**config.mk**
```make
export PLATFORM = sky130hd
export DESIGN_NAME = frame_seq_ctrl
export DESIGN_NICKNAME = d
export VERILOG_FILES = /design/src/rtl/frame_seq_ctrl.sv
export SDC_FILE = /design/constraint.sdc
export NUM_CORES = 1
export LEC_CHECK = 0
export BUFFER_PORTS_ARGS = -buffer_cell sky130_fd_sc_hd__buf_2
export CORE_MARGIN = 1.5
export CORE_UTILIZATION = 49
export DETAILED_ROUTE_END_ITERATION = 7
export PLACE_DENSITY = 0.69
export SLEW_MARGIN = 20
export SYNTH_ARGS = -nofsm -noshare
export SYNTH_HDL_FRONTEND = slang
export SYNTH_SLANG_ARGS = --single-unit
```
**constraint.sdc**
```tcl
create_clock -name clk -period 3.5 [get_ports clk]
set_input_delay 0.35 -clock clk [delete_from_list [all_inputs] [get_ports clk]]
set_output_delay 0.35 -clock clk [all_outputs]
set_load 0.03 [all_outputs]
```
**src/rtl/frame_seq_ctrl.sv**
```systemverilog
// ============================================================================
//  Module   : frame_seq_ctrl
//  Brief    : Frame capture sequencer with line/frame geometry checking.
//  Revision : 1.0
// ============================================================================
`default_nettype none

module frame_seq_ctrl #(
  parameter int H_DISP = 640,
  parameter int V_DISP = 480
) (
  input  logic        clk,
  input  logic        rst_n,
  input  logic        start,
  input  logic        abort,
  input  logic [7:0]  frame_num,
  input  logic        in_vsync,
  input  logic        in_de,
  output logic        filt_en,
  output logic        out_sof,
  output logic        out_eof,
  output logic [7:0]  frame_cnt,
  output logic [15:0] line_cnt,
  output logic        busy,
  output logic        done,
  output logic        err,
  output logic [1:0]  err_code
);

  typedef enum logic [1:0] {
    IDLE     = 2'd0,
    WAIT_SOF = 2'd1,
    ACTIVE   = 2'd2,
    DONE     = 2'd3
  } state_t;

  state_t      state;
  logic        vsync_q;
  logic        de_q;
  logic [7:0]  frames_lat;
  logic [15:0] pix_cnt;

  logic        sof;
  logic        eol;
  logic [15:0] pix_inc;
  logic [15:0] line_inc;
  logic [15:0] line_next;
  logic [7:0]  frame_inc;
  logic        line_err;
  logic        frame_err;
  logic        last_frame;
  logic [15:0] pix_start;

  assign sof = ~vsync_q & in_vsync;
  assign eol = de_q & ~in_de;

  assign pix_inc   = (pix_cnt == 16'hFFFF) ? pix_cnt : pix_cnt + 16'd1;
  assign line_inc  = (line_cnt == 16'hFFFF) ? line_cnt : line_cnt + 16'd1;
  assign frame_inc = (frame_cnt == 8'hFF) ? frame_cnt : frame_cnt + 8'd1;
  assign line_next = eol ? line_inc : line_cnt;

  // A line error on the same cycle outranks the frame-height check.
  assign line_err   = eol && (pix_cnt != 16'(H_DISP)) && (err_code == 2'b00);
  assign frame_err  = sof && (line_next != 16'(V_DISP)) && (err_code == 2'b00) && !line_err;
  assign last_frame = (frame_inc == frames_lat);

  // DE coincident with SOF already belongs to the new frame.
  assign pix_start = in_de ? 16'd1 : 16'd0;

  assign filt_en = in_de && (state == ACTIVE);
  assign busy    = (state == WAIT_SOF) || (state == ACTIVE);
  assign done    = (state == DONE);

  always_ff @(posedge clk or negedge rst_n) begin
    if (!rst_n) begin
      state      <= IDLE;
      vsync_q    <= 1'b1;
      de_q       <= 1'b0;
      frames_lat <= 8'd0;
      pix_cnt    <= 16'd0;
      frame_cnt  <= 8'd0;
      line_cnt   <= 16'd0;
      out_sof    <= 1'b0;
      out_eof    <= 1'b0;
      err        <= 1'b0;
      err_code   <= 2'b00;
    end else begin
      vsync_q <= in_vsync;
      de_q    <= in_de;
      out_sof <= 1'b0;
      out_eof <= 1'b0;

      case (state)
        IDLE: begin
          if (start) begin
            if (frame_num != 8'd0) begin
              state      <= WAIT_SOF;
              frames_lat <= frame_num;
              frame_cnt  <= 8'd0;
              line_cnt   <= 16'd0;
              pix_cnt    <= 16'd0;
              err        <= 1'b0;
              err_code   <= 2'b00;
            end else begin
              state <= DONE;
            end
          end
        end

        WAIT_SOF: begin
          if (abort) begin
            state <= IDLE;
          end else if (sof) begin
            state    <= ACTIVE;
            out_sof  <= 1'b1;
            line_cnt <= 16'd0;
            pix_cnt  <= pix_start;
          end
        end

        ACTIVE: begin
          if (abort) begin
            state <= IDLE;
          end else begin
            if (line_err) begin
              err      <= 1'b1;
              err_code <= 2'b01;
            end else if (frame_err) begin
              err      <= 1'b1;
              err_code <= 2'b10;
            end

            if (sof) begin
              out_eof   <= 1'b1;
              frame_cnt <= frame_inc;
              if (last_frame) begin
                state    <= DONE;
                line_cnt <= line_next;
              end else begin
                out_sof  <= 1'b1;
                line_cnt <= 16'd0;
                pix_cnt  <= pix_start;
              end
            end else if (eol) begin
              line_cnt <= line_inc;
              pix_cnt  <= 16'd0;
            end else if (in_de) begin
              pix_cnt <= pix_inc;
            end
          end
        end

        DONE: begin
          state <= IDLE;
        end

        default: begin
          state <= IDLE;
        end
      endcase
    end
  end

endmodule

`default_nettype wire
```
# Word-level counts from Yosys, hierarchy flattened
# Cells that the tools add are included.
totals:
  ff_bits: 57
  input_bits: 14
  output_inout_bits: 32
  elab_cells: 112
classes:
  add_sub_neg: 3
  eq_ne: 22
  mux: 53
  bitwise: 4
  n_reduce_logical: 19
op_table:
  columns: ["op", "n"]
  rows:
  - ["16-bit 2-to-1 mux", 17]
  - ["16-bit case mux with 3 select lines", 2]
  - ["8-bit 2-to-1 mux", 5]
  - ["16-bit by 1-bit adder with 16-bit output (second input constant)", 2]
  - ["16-bit equality test (second input constant)", 2]
  - ["2-bit 2-to-1 mux", 12]
  - ["16-bit by 10-bit inequality test with 1-bit output (second input constant)", 1]
  - ["16-bit by 9-bit inequality test with 1-bit output (second input constant)", 1]
  - ["8-bit case mux with 2 select lines", 1]
  - ["3-bit inequality test (second input constant)", 5]
  - ["1-bit 2-to-1 mux", 12]
  - ["2-bit inequality test (second input constant)", 6]
  - ["5-bit AND reduction", 2]
  - ["9-bit AND reduction", 1]
  - ["8-bit by 1-bit adder with 8-bit output (second input constant)", 1]
  - ["8-bit equality test", 1]
  - ["8-bit equality test (second input constant)", 1]
  - ["4-bit inequality test (second input constant)", 2]
  - ["2-bit case mux with 4 select lines", 1]
  - ["8-bit nonzero test", 1]
  - ["1-bit logical AND", 6]
  - ["6-bit AND reduction", 1]
  - ["2-bit equality test (second input constant)", 2]
  - ["2-bit logical NOT", 2]
  - ["11 further kinds", 14]

# Longest topological paths before layout
logic_depth:
  word_depth: 11
  mapped_depth: 12
  depth_no_buf: 9

# Least setup slack after synthesis
# OpenSTA, ideal clock, no wires.
synth_timing:
  path_type: "reg-to-reg"
  start: "reg line_cnt[0]"
  end: "reg err"
  setup_time_ps: 128
  arrival_ps: 2809
  required_ps: 3372
  path_slack_ps: 563
  stages_incl_launch_ff: 10
  n_path_buf: 1
  synth_period_minus_slack_ps: 2937
  cell_sequence: "dfrtp_1 -> ha_1 -> nand3_2 -> or4_4 -> buf_6 -> a311o_1 -> o21ai_1 -> nand4_1 -> o31ai_2 -> mux2_1"
synth_via:
  elab_chain_cells: 9
  word_cells_on_any_way: 10
  classes_between: "1 x add/sub; 3 x eq/ne; 2 x mux; 4 x reduce/logical"
synth_lines:
  columns: ["item", "line_no", "source"]
  rows:
  - ["start, declared", "23", "output logic [15:0] line_cnt,"]
  - ["start signal, assigned", "138", "line_cnt <= line_next;"]
  - ["start signal, assigned", "145", "line_cnt <= line_inc;"]
  - ["16-bit by 1-bit adder with 16-bit output / 16-bit equality test (equally long branches)", "58", "assign line_inc = (line_cnt == 16'hFFFF) ? line_cnt : line_cnt + 16'd1;"]
  - ["16-bit 2-to-1 mux", "58", null]
  - ["16-bit 2-to-1 mux (*)", null, null]
  - ["16-bit by 9-bit inequality test with 1-bit output (*)", "64", "assign frame_err = sof && (line_next != 16'(V_DISP)) && (err_code == 2'b00) && !line_err;"]
  - ["1-bit logical AND (*) (3 in series)", "64", null]
  - ["3-bit inequality test (no source line) (*)", null, null]
  - ["5-bit AND reduction (no source line) (*)", null, null]
  - ["end signal, assigned", "85", "err <= 1'b0;"]
  - ["end signal, assigned", "102", "err <= 1'b0;"]
  - ["end signal, assigned", "126", "err <= 1'b1;"]
  - ["end, declared", "26", "output logic err,"]
# Mark *: on every way between the ends. The rest lies on a longest branch, timed or not.
# A chain may end at the register's enable or synchronous reset.

# Worst setup path after layout
layout_timing:
  start: "reg frame_cnt[0]"
  end: "reg pix_cnt[2]"
layout_via:
  elab_chain_cells: 5
  word_cells_on_any_way: 6
  classes_between: "1 x add/sub; 3 x eq/ne; 1 x mux; 1 x reduce/logical"
layout_lines:
  columns: ["item", "line_no", "source"]
  rows:
  - ["start, declared", "22", "output logic [7:0] frame_cnt,"]
  - ["start signal, assigned", "135", "frame_cnt <= frame_inc;"]
  - ["8-bit by 1-bit adder with 8-bit output / 8-bit equality test (equally long branches)", "59", "assign frame_inc = (frame_cnt == 8'hFF) ? frame_cnt : frame_cnt + 8'd1;"]
  - ["8-bit 2-to-1 mux (*)", "59", null]
  - ["8-bit equality test (*)", "65", "assign last_frame = (frame_inc == frames_lat);"]
  - ["3-bit inequality test (no source line) (*)", null, null]
  - ["9-bit AND reduction (no source line) (*)", null, null]
  - ["end signal, assigned", "117", "pix_cnt <= pix_start;"]
  - ["end signal, assigned", "142", "pix_cnt <= pix_start;"]
  - ["end signal, assigned", "148", "pix_cnt <= pix_inc;"]
  - ["end, declared", "41", "logic [15:0] pix_cnt;"]
# Marked as above.

==> summary.txt <==
CTS
  • CTS Buffer Depth: 2
  • Setup bufs post-CTS: 0
  • Hold Buf Count CTS: 0
  • CTS sink cnt: 57
  • Root Buffer: clkbuf_8
  • H-tree depth: 3
  • CTS tree: yes
  • Worst-path clk slew: around 0.070 ns
  • Post-cts sizing count: 0
  • Clk Latency, worst-skew pair: 0.34 ns
  • TritonCTS Buffers: 9

STA
  • Final min period: 3.01 ns
  • Final period utilization: 0.860
  • Worst Clk Skew: 0.00959 ns
  • Highest Clock Rate: 0.332 GHz
  • TNS Setup: 0 ns
  • Slew @ Worst Pin: 0.765 ns
  • Setup Viol. Count Final: 0
  • RSZ-0062 raised after global routing: no
  • Slew Limit Headroom: 0.490
  • Fin worst setup slack: 0.492 ns
  • Fin Hold WS: approximately 0.083 ns
  • Fin. Hold Viols: 0
  • Fin. max-slew vios: 0

Floorplanning
  • Row Count: 32
  • Core Area: approximately 0.008 mm2
  • Die Y-Extent: between 90 and 100 um
  • Die footprint: 0.00863 mm2
  • Die width: 92.9 um
  • Ports: 46
  • Initial Util: 0.510

Final layout
  • Most common cell after layout, fill and taps aside: dfrtp_1
  • Final #Nets: 514
  • Commonest non-fill, non-tap cells in the layout: dfrtp_1, buf_2, nand2_1, nand3_1, nor2_1
  • Diode count: 0
  • Share of cells above drive strength 1: 0.201
  • Final core utilization: 0.567
  • P&R area growth vs syn: 11.2%

Global routing
  • Largest net degree at the start of global routing: 37
  • Total global routing track utilization: 0.255
  • Initial antenna violation count: 0
  • Vias in the first global route: 3552
  • Grt total ovfl: 0
  • First-pass GRT wire length: 17.5 mm

Yosys
  • YS warnings: 0
  • Sequential fraction of the synthesis area: 0.360
  • Post-synth EDFFs: 0
  • Top-area cell type share of the netlist area: 0.354
  • Top_reg_cell synth: dfrtp_1
  • Avg Cell Area, Syn: 8.67 um2
  • Synth Instances: between 400 and 500
  • Synth top area cells: dfrtp_1, nand2_1, nand3_1, nand4_1, mux2_2
  • Unique cell type count in the Yosys netlist: roughly 70
  • Yosys top cell by area: dfrtp_1
  • Mapped Area: around 0.0040 mm2
  • Async SR Flop Fraction: 1.00
  • Post-Syn Nets: 479
  • Yosys reg bits: 57

Placement
  • GPL Wtd Cong: 0.959
  • HPWL after DPL: roughly 7.4 mm
  • Setup WS pre-CTS: 0.567 ns
  • I/O Buffers: 45

Critical path
  • Worst setup EP type: flip-flop
  • CP Buf/Inv Count: 0
  • Slowest CP cell: or2_1
  • Worst Setup Path Type: reg -> reg
  • CP max FO: 15
  • Crit start category: flip-flop
  • Crit path largest cell delay: approximately 0.53 ns
  • CP Cell Sequence: ha_1 -> and3_1 -> a31oi_1 -> a211oi_1 -> nand4_1 -> nor4_1 -> or2_1 -> a311o_1
  • Top cell family by delay on the critical path: simple AND/OR/NAND/NOR gates
  • Arrival time at the worst endpoint: 3.27 ns
  • Critical path data required time: 3.77 ns

Route
  • Via count of the routed design: roughly 3800
  • Drt pass-1 iters: 8
  • Post-route DRC: 1
  • Final WL: 10.4 mm
  • DRT iter0 DRCs: 181
  • Wirelength per Cell: 17.3 um
  • Antenna-violating nets left: 0
  • Vias per cell: ~6.3

Power
  • Overall Power: 2260 uW
  • Worst ir drop on vdd: 437 uV
  • Static leakage: about 0.0018 uW
  • Cell Pwr Density: 512 mW/mm2

Run
  • Max Cap Viol: 0

Status
  • Failing checks: DRC
  • Run status: finished, violations left

Worst hold path
  • Worst Hold Class: in -> async
## worst register-to-register path, stage by stage (launching register included)
cell,delay [ns]
dfrtp_1,0.47
ha_1,0.28
and3_1,0.31
a31oi_1,0.15
a211oi_1,0.31
nand4_1,0.20
nor4_1,0.42
or2_1,0.53
a311o_1,0.27
## sequential cells by signal, summed over array words and instances (netlist names)
name / cells
state: 2
err_code: 2
frame_cnt: 8
de_q: 1
err: 1
line_cnt: 16
pix_cnt: 16
out_eof: 1
out_sof: 1
frames_lat: 8
vsync_q: 1
## synth_stat cells, types with 5 or more instances
cell type and n:
or3_1 6, a21oi_1 19, ha_1 8, a31oi_1 6
and2_1 8, buf_2 10, a31o_2 14, nand2_1 44
clkbuf_1 13, inv_1 15, and3_1 8, nand3_1 30
nor2_1 26, mux2_2 11, o21ai_0 13, o22ai_1 7
xnor2_1 5, nor4_1 10, nand2b_1 12, nor3_1 7
dfrtp_1 56, a211oi_1 6, o41ai_1 6, nand4_1 20
o31ai_1 15
## power breakdown
group | switching (uW) | internal [uW]
clock | 272 | 293
sequential | 84.8 | 741
combinational | 553 | 314
total | 910 | 1350
## area by class of cell
cell class / count / area [um2]
clock buffer: 13 / 159
clock inverter: 3 / 15.0
fill: 746 / 3360
inverter: 15 / 56.3
multi-input combinational: 356 / 2340
sequential: 57 / 1430
tap: 102 / 128
timing repair buffer: 53 / 285
## final timing paths
path	cells after the start	end	startpoint	slack, ns
max in group asynchronous	2	pix_cnt[0]$_DFFE_PN0P_	rst_n	2.58
worst min register to register	1	err$_DFFE_PN0P_	err$_DFFE_PN0P_	0.55
worst max-delay path	8	pix_cnt[2]$_DFFE_PN0P_	frame_cnt[0]$_DFFE_PN0P_	0.49
worst max register to register	8	pix_cnt[2]$_DFFE_PN0P_	frame_cnt[0]$_DFFE_PN0P_	0.49
min in group clk	1	vsync_q$_DFF_PN1_	in_vsync	0.14
worst min-delay path	1	line_cnt[3]$_DFFE_PN0P_	rst_n	0.08
## layer usage
metal,global-route usage,share of wire,vias to the layer above
li1,-,-,1818
met1,0.348,0.45,1821
met2,0.395,0.46,124
met3,0.0468,0.060,23
met4,0.107,0.030,0
met5,0,0,-
## logic make-up after synthesis
group / Yosys count / share of synthesized area
mux: 15 / 0.0417
fa+ha+maj: 8 / 0.0253
simple gates: 198 / 0.270
compound gates: 127 / 0.235
buf+inv: 44 / 0.0499
flops: 57 / 0.360
xor+xnor: 8 / 0.0177
## metrics by stage
| step | instances | area [um2] |
|---|---|---|
| final | 599 | 4410 |
| after global routing | 599 | 4410 |
| after CTS | 599 | 4410 |
| after detailed placement | 583 | 4230 |
| after global placement | 583 | 4230 |
| after floorplan | 457 | 3960 |
No activity file was read; power rests on OpenSTA's default activity.
